==> src/rtl/idu_inst_queue.sv <==
// Decode-side in-order instruction queue with combinational RV32I field/immediate extraction.
// Optional build macro IDU_ILLEGAL_CHECK_EN adds the out_illegal flag on the head entry.
module idu_inst_queue #(
  parameter int unsigned DATA_WIDTH = 32,
  parameter int unsigned DEPTH      = 2
) (
  input  logic                          clk,
  input  logic                          rst,
  input  logic                          in_valid,
  output logic                          in_ready,
  input  logic [DATA_WIDTH-1:0]         in_pc,
  input  logic [31:0]                   in_inst,
  input  logic                          flush,
  output logic                          out_valid,
  input  logic                          out_ready,
  output logic [DATA_WIDTH-1:0]         out_pc,
  output logic [31:0]                   out_inst,
  output logic [6:0]                    out_opcode,
  output logic [4:0]                    out_rd,
  output logic [4:0]                    out_rs1,
  output logic [4:0]                    out_rs2,
  output logic [2:0]                    out_funct3,
  output logic [6:0]                    out_funct7,
  output logic [DATA_WIDTH-1:0]         out_imm,
`ifdef IDU_ILLEGAL_CHECK_EN
  output logic                          out_illegal,
`endif
  output logic [$clog2(DEPTH):0]        count
);

  localparam int unsigned PtrW = (DEPTH > 1) ? $clog2(DEPTH) : 1;
  localparam int unsigned CntW = $clog2(DEPTH) + 1;

  localparam logic [31:0] NopInst = 32'h0000_0013;

  localparam logic [6:0] OpLoad   = 7'b0000011;
  localparam logic [6:0] OpFence  = 7'b0001111;
  localparam logic [6:0] OpImm    = 7'b0010011;
  localparam logic [6:0] OpAuipc  = 7'b0010111;
  localparam logic [6:0] OpStore  = 7'b0100011;
  localparam logic [6:0] OpReg    = 7'b0110011;
  localparam logic [6:0] OpLui    = 7'b0110111;
  localparam logic [6:0] OpBranch = 7'b1100011;
  localparam logic [6:0] OpJalr   = 7'b1100111;
  localparam logic [6:0] OpJal    = 7'b1101111;
  localparam logic [6:0] OpSystem = 7'b1110011;

  logic [PtrW-1:0]       wptr_q, rptr_q;
  logic [CntW-1:0]       count_q;
  logic [DATA_WIDTH-1:0] pc_mem_q   [DEPTH];
  logic [31:0]           inst_mem_q [DEPTH];

  logic                  push, pop;
  logic [31:0]           imm32;

  // Ready depends only on registered state so fetch never sees a combinational path from execute.
  assign in_ready  = !rst && (count_q < CntW'(DEPTH));
  assign out_valid = !rst && (count_q != '0);
  assign count     = count_q;

  assign push = in_valid && in_ready && !flush;
  assign pop  = out_valid && out_ready && !flush;

  always_ff @(posedge clk) begin
    if (rst) begin
      wptr_q  <= '0;
      rptr_q  <= '0;
      count_q <= '0;
    end else if (flush) begin
      wptr_q  <= '0;
      rptr_q  <= '0;
      count_q <= '0;
    end else begin
      if (push) wptr_q <= wptr_q + PtrW'(1);
      if (pop)  rptr_q <= rptr_q + PtrW'(1);
      case ({push, pop})
        2'b10:   count_q <= count_q + CntW'(1);
        2'b01:   count_q <= count_q - CntW'(1);
        default: count_q <= count_q;
      endcase
    end
  end

  // Storage carries no reset; occupancy alone qualifies its contents.
  always_ff @(posedge clk) begin
    if (push) begin
      pc_mem_q[wptr_q]   <= in_pc;
      inst_mem_q[wptr_q] <= in_inst;
    end
  end

  assign out_pc   = out_valid ? pc_mem_q[rptr_q]   : '0;
  assign out_inst = out_valid ? inst_mem_q[rptr_q] : NopInst;

  assign out_opcode = out_inst[6:0];
  assign out_rd     = out_inst[11:7];
  assign out_funct3 = out_inst[14:12];
  assign out_rs1    = out_inst[19:15];
  assign out_rs2    = out_inst[24:20];
  assign out_funct7 = out_inst[31:25];

  always_comb begin
    imm32 = 32'h0;
    case (out_opcode)
      OpImm, OpLoad, OpJalr, OpSystem:
        imm32 = {{20{out_inst[31]}}, out_inst[31:20]};
      OpStore:
        imm32 = {{20{out_inst[31]}}, out_inst[31:25], out_inst[11:7]};
      OpBranch:
        imm32 = {{19{out_inst[31]}}, out_inst[31], out_inst[7], out_inst[30:25],
                 out_inst[11:8], 1'b0};
      OpLui, OpAuipc:
        imm32 = {out_inst[31:12], 12'h000};
      OpJal:
        imm32 = {{11{out_inst[31]}}, out_inst[31], out_inst[19:12], out_inst[20],
                 out_inst[30:21], 1'b0};
      default:
        imm32 = 32'h0;
    endcase
  end

  assign out_imm = DATA_WIDTH'(signed'(imm32));

`ifdef IDU_ILLEGAL_CHECK_EN
  logic opcode_known;

  always_comb begin
    opcode_known = 1'b0;
    case (out_opcode)
      OpLoad, OpFence, OpImm, OpAuipc, OpStore, OpReg, OpLui,
      OpBranch, OpJalr, OpJal, OpSystem: opcode_known = 1'b1;
      default:                           opcode_known = 1'b0;
    endcase
  end

  // Flagged entries still pop normally; execute decides what to do with them.
  assign out_illegal = out_valid && ((out_inst[1:0] != 2'b11) || !opcode_known);
`endif

endmodule

==> config.mk <==
export PLATFORM = sky130hd
export DESIGN_NAME = idu_inst_queue
export DESIGN_NICKNAME = d
export VERILOG_FILES = /design/src/rtl/idu_inst_queue.sv
export SDC_FILE = /design/constraint.sdc
export NUM_CORES = 1
export LEC_CHECK = 0
export CAP_MARGIN = 20
export CORE_MARGIN = 1
export CORE_UTILIZATION = 51
export CTS_BUF_LIST = sky130_fd_sc_hd__clkbuf_8
export DETAILED_ROUTE_END_ITERATION = 8
export HOLD_SLACK_MARGIN = 0.06
export PLACE_DENSITY = 0.85
export SLEW_MARGIN = 20
export SYNTH_ARGS = -nofsm -noshare
export SYNTH_HDL_FRONTEND = slang
export SYNTH_SLANG_ARGS = --single-unit
==> constraint.sdc <==
create_clock -name clk -period 8.65 [get_ports clk]
set_input_delay 0.865 -clock clk [delete_from_list [all_inputs] [get_ports clk]]
set_output_delay 0.865 -clock clk [all_outputs]
set_load 0.02 [all_outputs]
== After elaboration in Yosys (flattened, before gate mapping) ==
Memories as Yosys holds them, arrays and structs flattened. A register that Yosys moved wholly into a read port is not among the register bits.
Index checks and enable logic that the tools add are counted.
Storage, ports and cells
  register bits: 4
  bits in writable memories: 128
  output and inout bits: 132
  logic and storage cells: 44
  memories kept: 2
Operators by class
  $add $sub $neg: 4
  magnitude comparators: 1
  equal/unequal tests: 11
  multiplexer cells: 10
  reductions and logical operators: 13
Memory list
  inst_mem_q: depth 2, bits a word 32, rd ports 1, clocked after memory_dff 1, wr ports 1, line 51  | logic [31:0] inst_mem_q [DEPTH];
  pc_mem_q: depth 2, bits a word 32, rd ports 1, clocked after memory_dff 1, wr ports 1, line 50  | logic [DATA_WIDTH-1:0] pc_mem_q [DEPTH];
Operators by type and width (count)
  32-bit case mux with 5 select lines: 1
  32-bit two-way mux: 2
  7-bit equality test, second input constant: 4
  7-bit by 5-bit equality test with 1-bit output, second input constant: 2
  7-bit by 6-bit equality test with 1-bit output, second input constant: 2
  7-bit by 2-bit equality test with 1-bit output, second input constant: 1
  1-bit logical AND: 6
  1-bit two-way mux: 6
  2-bit case mux with 2 select lines: 1
  2-bit nonzero test: 2
  2-bit OR reduction: 2
  4-bit OR reduction: 1
  1-bit adder, second input constant: 2
  2-bit by 1-bit adder with 2-bit output, second input constant: 1
  2-bit by 1-bit equality test with 1-bit output, second input constant: 1
  2-bit equality test, second input constant: 1
  1-bit zero test: 2
  2-bit < comparator, second input constant: 1
  2-bit by 1-bit subtractor with 2-bit output, second input constant: 1

== Logic depth before layout (Yosys ltp) ==
Gate-level depths: netlist (run 1).
  word-level depth: 6
  depth in mapped cells: 8

== Least setup slack after synthesis (run 1) ==
OpenSTA, ideal clock, no wires.
  kind: input -> register
  start: in flush
  end: mem inst_mem_q[0][0] (enable)
  library setup time: 486 ps
  arrival time: 4411 ps
  required time: 8164 ps
  slack: 3752 ps
  stages on the path: 5
  buffers on the path: 1
  path through: or2_2 -> clkbuf_1 -> nor3b_1 -> inv_1 -> nor2_1
On the way
  longest elaborated chain between the ends: 4
Ends and longest elaborated chain
  from (decl): line 13  | input logic flush,
  1-bit zero test: line 61  | assign push = in_valid && in_ready && !flush;
  1-bit logical AND: line 61
  1-bit two-way mux: line 86  | if (push) begin
  1-bit two-way mux (implied by the code): line 88  | inst_mem_q[wptr_q] <= in_inst;
  to (decl): line 51
Every way passes these cells.

== Worst setup path in the final report (run 1) ==
  start: in rst
  end: out out_imm[29]
On the way
  longest elaborated chain between the ends: 6
  elaborated cells between the ends (all ways): 15
  those cells by class: eq/ne (9); mux (2); reduce/logical (4)
Ends and longest elaborated chain
  from (decl): line 8  | input logic rst,
  1-bit zero test *: line 58  | assign out_valid = !rst && (count_q != '0);
  1-bit logical AND *: line 58
  32-bit two-way mux *: line 93  | assign out_inst = out_valid ? inst_mem_q[rptr_q] : NopInst;
  7-bit by 5-bit equality test with 1-bit output (tied with other cells): line 104  | case (out_opcode)
  4-bit OR reduction / 2-bit OR reduction (equally long branches): line 104
  32-bit case mux with 5 select lines *: line 104
  to (decl): line 24  | output logic [DATA_WIDTH-1:0] out_imm,
Every way passes the cells marked *; elsewhere a longest branch is shown, timed or not.

==> results of run 1 <==
-- cells by family (layout without fill, tap and decap cells) --
family,count (synthesis),after routing
compound gates,43,43
fa+ha+maj,1,1
buf+inv,64,246
xor+xnor,4,4
mux,65,65
simple gates,114,114
flops,133,133
-- report_power, final --
part           leakage, nW  internal (mW)  switching [mW]  total, mW
clock                0.206          0.293           0.266      0.559
sequential            1.20          0.716         0.00362      0.720
combinational         1.18         0.0443          0.0372     0.0815
total                 2.59           1.05           0.307       1.36
-- per-stage QoR --
step                      hold slack, ps  cell area [um^2]
after floorplan                      472              5990
after global placement               486              7840
after detailed placement             490              7840
after CTS                            512              8270
after global routing                 535              8280
final                                506              8280
-- flip-flops by register name (all words and copies together), names as in the netlist, named ones only --
signal and cells:
count 2, inst_mem_q 64, pc_mem_q 64, rptr_q 1
wptr_q 1
-- final timing paths --
| path | to | cells past startpoint | slack [ps] |
|---|---|---|---|
| worst max-delay path | out_imm[29] | 9 | 3460 |
| worst min-delay path | flip-flop | 2 | 510 |
| worst max register to register | inst_mem_q[1][8]$_DFFE_PP_ | 3 | 6340 |
| worst min register to register | flip-flop | 2 | 510 |
-- critical path, cell delays in order --
cell and delay, ps:
clkdlybuf4s50_1 490, o21bai_4 120, buf_4 710, inv_2 280, and2_1 280, nor4_4 680
nand2_1 130, o21ai_1 110, clkdlybuf4s50_1 620
-- cell usage after synthesis (2+ instances only) --
master / count / area (um^2)
o21ai_0: 8 / 40.0
o32ai_1: 5 / 43.8
mux2_2: 3 / 33.8
nor3b_2: 2 / 25.0
nor4_2: 2 / 25.0
mux2i_4: 2 / 45.0
nand2_1: 17 / 63.8
clkbuf_1: 8 / 30.0
buf_1: 2 / 7.51
a21oi_1: 4 / 20.0
buf_6: 4 / 45.0
and2_1: 3 / 18.8
or3_1: 2 / 12.5
buf_2: 2 / 10.0
xor2_1: 2 / 17.5
nor2_1: 66 / 248
edfxtp_1: 128 / 3840
o21ai_1: 7 / 35.0
dfxtp_1: 5 / 100
buf_4: 38 / 285
o31ai_1: 9 / 67.6
nor3_1: 3 / 15.0
mux2i_1: 59 / 591
xnor2_1: 2 / 17.5
nor3_2: 6 / 60.1
inv_1: 9 / 33.8
-- final cells by class --
| class | instances | area (um^2) | area share (%) |
|---|---|---|---|
| clock buffers | 17 | 234 | 2.83 |
| clock inverters | 15 | 191 | 2.31 |
| flip-flops and latches | 133 | 3950 | 47.7 |
| repair buffers | 204 | 2030 | 24.5 |
| multi-input cells | 227 | 1660 | 20.0 |
| well taps | 143 | 179 | 2.16 |
| inverters | 10 | 37.5 | 0.453 |
-- per-layer routing --
| layer | routed length, um | track usage, % | vias up |
|---|---|---|---|
| li1 | - | - | 1872 |
| met1 | 5410 | 25.8 | 1955 |
| met2 | 7620 | 41.7 | 178 |
| met3 | 1170 | 8.41 | 13 |
| met4 | 137 | 9.21 | 0 |
| met5 | 0 | 0 | - |
==> impl_metrics.ini, run 1 <==
[sta]
clock_skew_ps = 15.7
slew_violations = 0
hold_viol = 0
worstMarginPinSlew_ps = 900
setup_viol = 0
period_needed_ps = 5190
slew_headroom_pct = 40.0
period_share_pct = 60.0
fmax_mhz = 193
setup_ws_ps = 3460
setup-tns-final_ps = 0
rsz0062_at_grt = no

[routing]
drt-total-wl_mm = 14.3
first_pass_iters = 6
route.detailed.drc = 0
vias = 4018
drtIter0Drc = 220
wl_per_cell_um = 19.1
via_per_inst = 5.36
ant_nets = 0

[logic_synthesis]
ys_seq_area_share_pct = 65.8
yosysWarnings = 0
synth-xor-area-share_pct = 0.585
ys_types = 52
synthArstFlopShare_pct = 0
synthCells = 424
synthAdderAreaFrac_pct = 0.209
postSynthAreaPerCell_um2 = 14.1
synth_mux_area_share_pct = 11.4
synth-edff-count = 128
synthSimpleGateAreaFrac_pct = 9.63
synth_area_um2 = 5990
synth_compound_area_share_pct = 5.39
ys.flop_type = edfxtp_1
synth_top_family_by_area = multiplexers
synth-seq-cells = 133
postSynthNetCount = 494

[placement]
place_hpwl_mm = 9.62
routabilityCongestion = 0.861
dpl_worst_slack_ps = 3190
dp.cells = 717
io_buffers = 200

[clocking]
cts_tree = done
numCtsBuffers = 17
ctsResizeCount = 0
htreeDepth = 4
hold_buffers = 0
clkSlewWorstSetupHoldPaths_ps = 80
cts.sinks = 133
cts-root-buf = clkbuf_8
cts_max_path_buffers = 2
clock_latency_ps = 440
cts_setup_buffers = 0

[final_layout]
layout_common_cells = clkdlybuf4s50_1 (200), edfxtp_1 (128), nor2_1 (65), mux2i_1 (59)
fill_cells = 786
drive_gt1_share_pct = 10.9
fin_nets = 663
antenna_cells = 0
finalNonFillerCells = 749
layout_commonest_cell = clkdlybuf4s50_1
fin_util_pct = 72.5
syn_to_final_growth_pct = 38.2

[global_routing]
grt_use_total_pct = 23.6
antenna_found_initial = 0
grt_pass1_wl_mm = 20.6
grt_max_degree = 84
grt_pass1_vias = 4039
overflow = 0

[floorplanning]
rows = 39
dieWidth_um = 110
die_h_um = 110
core_area_um2 = 11400
die-area_um2 = 12200
io_pins = 201
start_util_pct = 52.5

[setup_path]
cp-start-kind = input port
r2r-start = count[1]$_SDFFE_PP0P_
arrival_ps = 4320
critical_path_required_ps = 7790
critPathKind = in -> out
critical_path.startpoint = rst
critPathMaxFanout = 83
cp-end-kind = output pin

[power_and_ir_drop]
leakage_nw = 2.59
totalPowerFinal_mw = 1.36
p_per_area_nw_per_um2 = 164
peakVddDrop_mv = 0.112

[status]
outcome = finished clean

[hold_path]
min-delay-start = rptr_q$_SDFFE_PP0P_
hold_path.class = reg -> reg

[job]
drv_cap = 0
(Power assumes the default switching activity.)
==> run 2: changes to the inputs <==
Settings changed: CORE_UTILIZATION 51 to 43, PLACE_DENSITY 0.85 to 0.76.
Clock period 8.65 ns to 4.2 ns, I/O delays scaled along.
==> run 2 against run 1 <==
Against the previous run:
- hold slack gained 16 ps
- non-clock buffer count grew 3
- utilization shrank 10 points
- highest routed layer unchanged
- setup slack lost 2700 ps
==> impl_metrics.ini, run 2 (synthesis results as in run 1) <==
[global_routing]
overflow = 0
grt_max_degree = 65
grt_use_total_pct = 19.5
antenna_found_initial = 0
grt_pass1_vias = 3952
grt_pass1_wl_mm = 20.9

[final_layout]
drive_gt1_share_pct = 11.3
fin_nets = 666
syn_to_final_growth_pct = 38.7
antenna_cells = 0
finalNonFillerCells = 785
layout_commonest_cell = clkdlybuf4s50_1
layout_common_cells = clkdlybuf4s50_1 (200), edfxtp_1 (128), nor2_1 (65), mux2i_1 (59)

[routing]
route.detailed.drc = 0
via_per_inst = 5.01
wl_per_cell_um = 17.0
drtIter0Drc = 198
ant_nets = 0
drt-total-wl_mm = 13.3
first_pass_iters = 4
vias = 3930

[sta]
fmax_mhz = 288
slew_violations = 0
setup_viol = 0
period_needed_ps = 3470
worstMarginPinSlew_ps = 898
clock_skew_ps = 6.19
setup-tns-final_ps = 0
slew_headroom_pct = 40.1
hold_viol = 0
rsz0062_at_grt = no
setup_ws_ps = 727
whs_ps = 522
period_share_pct = 82.7

[placement]
routabilityCongestion = 0.853
io_buffers = 200
dpl_worst_slack_ps = 741
dp.cells = 753
place_hpwl_mm = 9.22

[setup_path]
arrival_ps = 3050
slowest_delay_ps = 590
cp-start-kind = flip-flop
critical_path_required_ps = 3780
critPathMaxFanout = 22
cp-end-kind = output pin
slowest_stage = clkdlybuf4s50_1
critPathKind = reg -> out
path_cells = mux2_2 -> nand2_1 -> inv_1 -> o21ai_1 -> o31ai_1 -> clkdlybuf4s50_1

[floorplanning]
dieWidth_um = 120
start_util_pct = 44.7
rows = 42
die_h_um = 120
core_area_um2 = 13400
io_pins = 201
die-area_um2 = 14400

[clocking]
clock_latency_ps = 440
htreeDepth = 4
cts_setup_buffers = 0
ctsResizeCount = 0
cts_max_path_buffers = 2
cts_tree = done
clkSlewWorstSetupHoldPaths_ps = 70
numCtsBuffers = 17
cts.sinks = 133
cts-root-buf = clkbuf_8
hold_buffers = 0

[power_and_ir_drop]
leakage_nw = 2.59
peakVddDrop_mv = 0.270
totalPowerFinal_mw = 2.69
p_per_area_nw_per_um2 = 324

[job]
drv_cap = 0

[hold_path]
hold_path.class = reg -> reg

[status]
outcome = finished clean
[run 2: cell count changes in the layout (fill, tap and decap cells not counted)]
cell        previous run  this run
nor4_2                 1         2
inv_6                  5         3
buf_12                 0         1
nor4_4                 1         0
clkinv_4               1         3
clkinvlp_4             3         4
and2_4                 0         1
clkinv_2               0         2
bufinv_16              3         2
inv_8                  2         0
and2_2                 1         0
buf_4                  4         6
[run 2: metrics by stage]
step | utilization (%) | instance area, um^2
final | 62.0 | 8310
after global routing | 62.0 | 8310
after CTS | 62.0 | 8310
after detailed placement | 59.1 | 7920
after global placement | 59.1 | 7920
after floorplan | - | 5990
[run 2: final cells by class]
type / count / area [um^2]
fillers: 997 / 5090
flip-flops and latches: 133 / 3950
repair buffers: 207 / 2070
multi-input cells: 227 / 1650
clock buffers: 17 / 234
well taps: 176 / 220
clock inverters: 15 / 156
inverters: 10 / 37.5
[run 2: power breakdown]
group	internal (mW)	total, mW	leakage (nW)	switching [mW]
clock	0.529	1.04	0.186	0.512
sequential	1.48	1.48	1.20	0.00691
combinational	0.0928	0.168	1.20	0.0747
[run 2: per-layer routing]
metal,track usage (%),up-vias,routed length [um]
met4,7.58,0,161
met5,0,-,0
met1,22.6,1881,5440
met3,6.61,14,898
li1,-,1873,-
met2,33.2,162,6820
[run 2: worst paths after layout]
check / startpoint / endpoint / slack (ps) / cells past startpoint
worst min register to register: rptr_q$_SDFFE_PP0P_ / flip-flop / 520 / 2
worst max-delay path: flip-flop / out_imm[14] / 730 / 6
worst min-delay path: rptr_q$_SDFFE_PP0P_ / flip-flop / 520 / 2
worst max register to register: count[1]$_SDFFE_PP0P_ / pc_mem_q[0][9]$_DFFE_PP_ / 2150 / 4
[run 2: critical path: cells and delay by family (launching register included)]
kind            cells  cell delay (ps)
flops               1              570
simple gates        1              390
compound gates      2              540
buf+inv             2              730
mux                 1              380
